<file path="src/rtl/morse_key_sequencer.sv">
// morse_key_sequencer: conditions the raw Morse key, classifies each press as
// dot/dash, strobes the symbol shift datapath and hands completed letters to
// the decoder over a valid/ack handshake.
// Optional word-space detection is compiled in when MORSE_WORD_GAP_EN is defined.
module morse_key_sequencer #(
    parameter int CNT_W          = 26,
    parameter int DEBOUNCE_CYC   = 4,
    parameter int DOT_MAX_CYC    = 20,
    parameter int LETTER_GAP_CYC = 40,
    parameter int MAX_SYMS       = 5,
    parameter int WORD_GAP_CYC   = 100
) (
    input  logic       clk,
    input  logic       rst,
    input  logic       key_in,
    output logic       sym_valid,
    output logic       sym_bit,
    output logic       shift_clr,
    output logic       letter_valid,
    output logic [2:0] letter_len,
    output logic       letter_err,
    input  logic       letter_ack,
    output logic       word_space
);
    localparam int                DB_W       = $clog2(DEBOUNCE_CYC + 1);
    localparam logic [DB_W-1:0]   DB_LAST    = DB_W'(DEBOUNCE_CYC - 1);
    localparam logic [CNT_W-1:0]  CNT_MAX    = {CNT_W{1'b1}};
    localparam logic [CNT_W-1:0]  DOT_MAX    = CNT_W'(DOT_MAX_CYC);
    localparam logic [CNT_W-1:0]  LETTER_GAP = CNT_W'(LETTER_GAP_CYC);
    localparam logic [2:0]        SYM_LIMIT  = 3'(MAX_SYMS);

    typedef enum logic [1:0] {IDLE, PRESS, GAP, HOLD} state_t;

    logic             sync_reg, key_s_reg, key_db_reg, key_db_d_reg;
    logic [DB_W-1:0]  db_cnt_reg;
    state_t           state_reg, state_next;
    logic [CNT_W-1:0] press_len_reg, press_len_next;
    logic [CNT_W-1:0] gap_cnt_reg, gap_cnt_next;
    logic [2:0]       sym_cnt_reg, sym_cnt_next;
    logic             ovf_reg, ovf_next;
    logic             sym_valid_reg, sym_valid_next;
    logic             sym_bit_reg, sym_bit_next;
    logic             clr_reg, clr_next;
    logic             key_rise, key_fall;

    function automatic logic [CNT_W-1:0] sat_inc(input logic [CNT_W-1:0] v);
        return (v == CNT_MAX) ? v : v + 1'b1;
    endfunction

    // Synchroniser and debouncer. The key path resets to "pressed" so that a key
    // held through reset looks already down and cannot produce a rising edge.
    always_ff @(posedge clk) begin
        if (rst) begin
            sync_reg     <= 1'b1;
            key_s_reg    <= 1'b1;
            key_db_reg   <= 1'b1;
            key_db_d_reg <= 1'b1;
            db_cnt_reg   <= '0;
        end else begin
            sync_reg     <= key_in;
            key_s_reg    <= sync_reg;
            key_db_d_reg <= key_db_reg;
            if (key_s_reg == key_db_reg) begin
                db_cnt_reg <= '0;
            end else if (db_cnt_reg == DB_LAST) begin
                key_db_reg <= key_s_reg;
                db_cnt_reg <= '0;
            end else begin
                db_cnt_reg <= db_cnt_reg + 1'b1;
            end
        end
    end

    assign key_rise = key_db_reg & ~key_db_d_reg;
    assign key_fall = ~key_db_reg & key_db_d_reg;

    // State register plus press/gap timers, symbol count and strobes.
    always_ff @(posedge clk) begin
        if (rst) begin
            state_reg     <= IDLE;
            press_len_reg <= '0;
            gap_cnt_reg   <= '0;
            sym_cnt_reg   <= '0;
            ovf_reg       <= 1'b0;
            sym_valid_reg <= 1'b0;
            sym_bit_reg   <= 1'b0;
            clr_reg       <= 1'b0;
        end else begin
            state_reg     <= state_next;
            press_len_reg <= press_len_next;
            gap_cnt_reg   <= gap_cnt_next;
            sym_cnt_reg   <= sym_cnt_next;
            ovf_reg       <= ovf_next;
            sym_valid_reg <= sym_valid_next;
            sym_bit_reg   <= sym_bit_next;
            clr_reg       <= clr_next;
        end
    end

    // Next-state and datapath control for the press/gap/hold sequence.
    always_comb begin
        state_next     = state_reg;
        press_len_next = press_len_reg;
        gap_cnt_next   = gap_cnt_reg;
        sym_cnt_next   = sym_cnt_reg;
        ovf_next       = ovf_reg;
        sym_valid_next = 1'b0;
        sym_bit_next   = 1'b0;
        clr_next       = 1'b0;
        unique case (state_reg)
            IDLE: begin
`ifdef MORSE_WORD_GAP_EN
                gap_cnt_next = sat_inc(gap_cnt_reg);
`endif
                if (key_rise) begin
                    press_len_next = CNT_W'(1);
                    state_next     = PRESS;
                end
            end
            PRESS: begin
                press_len_next = sat_inc(press_len_reg);
                if (key_fall) begin
                    state_next   = GAP;
                    gap_cnt_next = '0;
                    if (sym_cnt_reg < SYM_LIMIT) begin
                        sym_valid_next = 1'b1;
                        sym_bit_next   = (press_len_reg > DOT_MAX);
                        sym_cnt_next   = sym_cnt_reg + 1'b1;
                    end else begin
                        ovf_next = 1'b1;
                    end
                end
            end
            GAP: begin
                gap_cnt_next = sat_inc(gap_cnt_reg);
                if (key_rise) begin
                    press_len_next = CNT_W'(1);
                    state_next     = PRESS;
                end else if (gap_cnt_reg == LETTER_GAP) begin
                    state_next = HOLD;
                end
            end
            HOLD: begin
`ifdef MORSE_WORD_GAP_EN
                gap_cnt_next = sat_inc(gap_cnt_reg);
`endif
                if (letter_ack) begin
                    state_next   = IDLE;
                    clr_next     = 1'b1;
                    sym_cnt_next = '0;
                    ovf_next     = 1'b0;
                end
            end
            default: state_next = IDLE;
        endcase
    end

    assign sym_valid    = sym_valid_reg & ~rst;
    assign sym_bit      = sym_bit_reg & ~rst;
    assign shift_clr    = clr_reg | rst;
    assign letter_valid = (state_reg == HOLD) & ~rst;
    assign letter_len   = letter_valid ? sym_cnt_reg : 3'd0;
    assign letter_err   = letter_valid & ovf_reg;

`ifdef MORSE_WORD_GAP_EN
    localparam logic [CNT_W-1:0] WORD_GAP = CNT_W'(WORD_GAP_CYC);

    logic word_armed_reg, word_armed_next;
    logic word_fired_reg, word_fired_next;

    // A word space needs an acked letter since the last one, fires once per
    // gap, and only from IDLE so an unacked letter delays it until after ack.
    assign word_space = ~rst & word_armed_reg & ~word_fired_reg &
                        (state_reg == IDLE) & (gap_cnt_reg >= WORD_GAP);

    // Arm on letter ack, disarm on pulse, re-open the gap on each key release.
    always_comb begin
        word_armed_next = word_armed_reg;
        word_fired_next = word_fired_reg;
        if (word_space) begin
            word_armed_next = 1'b0;
            word_fired_next = 1'b1;
        end
        if (state_reg == HOLD && letter_ack) begin
            word_armed_next = 1'b1;
        end
        if (state_reg == PRESS && key_fall) begin
            word_fired_next = 1'b0;
        end
    end

    // Word-gap bookkeeping registers.
    always_ff @(posedge clk) begin
        if (rst) begin
            word_armed_reg <= 1'b0;
            word_fired_reg <= 1'b0;
        end else begin
            word_armed_reg <= word_armed_next;
            word_fired_reg <= word_fired_next;
        end
    end
`else
    // Word gaps are not tracked in this build.
    assign word_space = 1'b0;
`endif

endmodule

</file>
<file path="config.mk">
export PLATFORM = sky130hd
export DESIGN_NAME = morse_key_sequencer
export DESIGN_NICKNAME = d
export VERILOG_FILES = /design/src/rtl/morse_key_sequencer.sv
export SDC_FILE = /design/constraint.sdc
export NUM_CORES = 1
export LEC_CHECK = 0
export CAP_MARGIN = 20
export CORE_ASPECT_RATIO = 0.6
export CORE_MARGIN = 1
export CORE_UTILIZATION = 60
export CTS_CLUSTER_DIAMETER = 80
export DETAILED_ROUTE_END_ITERATION = 12
export GPL_ROUTABILITY_DRIVEN = 0
export PLACE_DENSITY_LB_ADDON = 0.08
export SLEW_MARGIN = 20
export SYNTH_ARGS = -nofsm -noshare
export SYNTH_HDL_FRONTEND = slang
export SYNTH_SLANG_ARGS = --single-unit
</file>
<file path="constraint.sdc">
create_clock -name clk -period 4.55 [get_ports clk]
set_clock_uncertainty 0.15 [all_clocks]
set_input_delay 0.6825 -clock clk [delete_from_list [all_inputs] [get_ports clk]]
set_output_delay 0.6825 -clock clk [all_outputs]
set_load 0.02 [all_outputs]
</file>
==> impl_metrics.sql <==
INSERT INTO impl_metrics (metric_group, metric, value, unit) VALUES
('yosys', 'xor_xnor_share_of_the_synthesized_area', '0.452', '%'),
('placed_design', 'cell_count_post_placement', '573', ''),
('yosys', 'synth.ff_latch_count', '68', ''),
('timing', 'slew_violations', '0', ''),
('floorplanning', 'placement_rows', '22', ''),
('worst_setup_path', 'timing.critical_path.from_type', 'flop', ''),
('finish', 'layout.core_utilization', '67.6', '%'),
('timing', 'layout_min_cycle_time', '3380', 'ps'),
('timing', 'whs', '271', 'ps'),
('power_and_ir_drop', 'switching_share', '22.2', '%'),
('finish', 'n_antenna_cell', '0', ''),
('worst_setup_path', 'cp_slowest_cell', 'dfxtp_1', ''),
('power_and_ir_drop', 'combinationalPowerShare', '2.2', '%'),
('yosys', 'async_flop_share', '0', '%'),
('yosys', 'synth.net_count', '511', ''),
('yosys', 'synth-compound-area-share', '21.3', '%'),
('yosys', 'count_of_warnings_emitted_by_yosys', '0', ''),
('power_and_ir_drop', 'power.density', '253', 'mW/mm^2'),
('floorplanning', 'chipWidth', '106', 'um'),
('route', 'route.detailed.wl_per_inst', '17.0', 'um'),
('worst_setup_path', 'worst_path_maximum_fanout', '23', ''),
('worst_setup_path', 'critPathBufInv', '1', ''),
('worst_setup_path', 'worst-endpoint-arrival', '2540', 'ps'),
('clocking', 'post-cts-setup-buffer-count', '0', ''),
('timing', 'setup-tns-final', '0', 'ps'),
('placed_design', 'port_bufs', '11', ''),
('power_and_ir_drop', 'irDropWorstVdd', '0.000189', 'V'),
('power_and_ir_drop', 'power.net_switching', '235', 'uW'),
('global_route', 'number_of_global_route_vias_before_repair', '3340', ''),
('power_and_ir_drop', 'power_report.internal_total', '821', 'uW'),
('yosys', 'synthSimpleGateAreaFrac', '34.6', '%'),
('floorplanning', 'dieArea', '0.00679', 'sq mm'),
('clocking', 'tritoncts', 'done', ''),
('clocking', 'cts.sink_count', '68', ''),
('route', 'first_iter_violations', '410', ''),
('global_route', 'grt_antenna_before_repair', '0', ''),
('yosys', 'synthDistinctLibCells', '62', ''),
('timing', 'max-slew-margin-rel', '38.9', '%'),
('clocking', 'clock_path_buffers', '2', ''),
('yosys', 'synth.area.top_cells', 'dfxtp_1 35%, nand2_1 7.2%, a31oi_1 3.9%', ''),
('worst_hold_path', 'whs_path_depth', '1', ''),
('yosys', 'post_synth_edffs', '0', ''),
('power_and_ir_drop', 'cellLeakagePower', '1.30', 'nW'),
('global_route', 'grt_start_max_net_pins', '44', ''),
('timing', 'finalWorstSetupSlack', '1170', 'ps'),
('clocking', 'cts-resized-gates', '0', ''),
('finish', 'final_net_count', '511', ''),
('yosys', 'synth_top_family_by_area', 'simple AND/OR/NAND/NOR gates', ''),
('finish', 'drive_above_1_share', '6.97', '%'),
('placed_design', 'place.detailed.hpwl', '7130', 'um'),
('timing', 'rsz0062_at_grt', 'no', ''),
('worst_setup_path', 'cp-end-kind', 'primary output', ''),
('worst_setup_path', 'timing.reg2reg.worst_path_depth', '5', ''),
('floorplanning', 'floorplan.core_area', '0.00617', 'sq mm'),
('route', 'finalWirelength', '9980', 'um'),
('floorplanning', 'num_io_pins', '13', ''),
('clocking', 'cts_buffer_count', '9', ''),
('worst_setup_path', 'setup.worst_path.class', 'flop to primary output', ''),
('worst_setup_path', 'cp.depth', '4', ''),
('yosys', 'post_synth_fa_ha_maj_area_fraction', '2.26', '%'),
('timing', 'max_clock_freq', '296', 'MHz'),
('clocking', 'clock_tree.root_cell', 'clkbuf_8', ''),
('worst_hold_path', 'hold_path.class', 'flop to flop', ''),
('timing', 'tightest_slew', '908', 'ps'),
('outcome', 'run_status', 'finished, final reports clean', ''),
('global_route', 'globalRouteOverflowTotal', '0', ''),
('yosys', 'synth_top_area_cell', 'dfxtp_1', ''),
('yosys', 'post_synth_instance_area', '0.00387', 'sq mm'),
('floorplanning', 'starting_density_of_the_core', '62.8', '%'),
('yosys', 'yosys-mux-area-fraction', '1.29', '%'),
('placed_design', 'place_ws', '1410', 'ps');
[final timing paths]
| kind | startpoint | to | slack (ps) |
|---|---|---|---|
| max | state_reg[0] | letter_err | 1170 |
| min | db_cnt_reg[0] | db_cnt_reg[0] | 270 |
| max reg2reg | state_reg[0] | gap_cnt_reg[12] | 1690 |
| min reg2reg | db_cnt_reg[0] | db_cnt_reg[0] | 270 |
[placed cells by master (no fill, tap or decap), types with 3 or more instances in the layout]
cell	n
buf_4	4
nor4_1	11
inv_1	19
a41oi_1	4
or2_2	6
and3_1	7
clkdlybuf4s50_1	11
nand2_1	74
nor2b_1	6
o31ai_1	3
and4_1	6
o32ai_1	3
nand3_1	30
mux2i_1	5
or3_1	9
nor3_1	13
nor4b_1	4
a31oi_1	23
a21oi_1	28
nor3b_1	3
a211o_1	4
o21ai_1	3
and2_1	10
nand2b_1	3
or4_1	9
o21a_1	5
nand4_1	14
dfxtp_1	68
ha_1	7
nor2_1	31
clkbuf_8	11
o211ai_1	8
o21ai_0	20
[power by group through the flow]
stage               combinational (mW)  sequential (mW)  clock, mW
finish                          0.0229            0.596      0.436
global route                    0.0247            0.596      0.462
CTS                             0.0225            0.596      0.438
detailed placement              0.0224            0.610          0
global placement                0.0222            0.610          0
floorplan                       0.0153            0.610          0
[area by class of cell]
class / count / area (sq um)
sequential: 68 / 1360
inverter: 19 / 71.3
fill: 535 / 2000
multi-input combinational: 387 / 2330
timing repair buffer: 15 / 140
clock inverter: 2 / 12.5
tap: 84 / 105
clock buffer: 11 / 151
[logic make-up after synthesis]
family / after synthesis
AO/OA/AOI/OAI: 125
XOR/XNOR: 2
adder cells (fa/ha/maj): 7
buffers and inverters: 45
flip-flops: 68
multiplexers: 5
other: 1
AND/OR/NAND/NOR: 247
[worst register-to-register path: stages (launching register included)]
cell and delay, ps:
dfxtp_1 910, nand2b_4 140, o31a_1 400, a41o_1 410, or4b_2 650, a21oi_1 140
[cell usage after synthesis (all sizes together), types with 10 or more instances]
library cell / count
or4: 10
nand2: 74
clkbuf: 18
nor3: 13
nor4: 14
nand3: 30
a21oi: 28
nand4: 15
nor2: 31
and2: 10
o21ai: 23
a31oi: 24
dfxtp: 68
inv: 19
[layer usage]
metal  wire [um]  part of all wire (%)  global-route usage, %  up-vias
met3        1300                    13                   9.29       13
met5           0                     0                      0        -
met1        4960                    50                   48.9     1815
li1            -                     -                      -     1857
met4          83                  0.83                   7.47        0
met2        3640                    36                   40.1      222
[metrics by stage]
stage | area (sq um) | power [mW]
final | 4170 | 1.06
after detailed placement | 4000 | 0.632
after CTS | 4160 | 1.06
after global routing | 4170 | 1.08
after floorplan | 3870 | 0.625
after global placement | 4000 | 0.632
(Power assumes the default switching activity.)
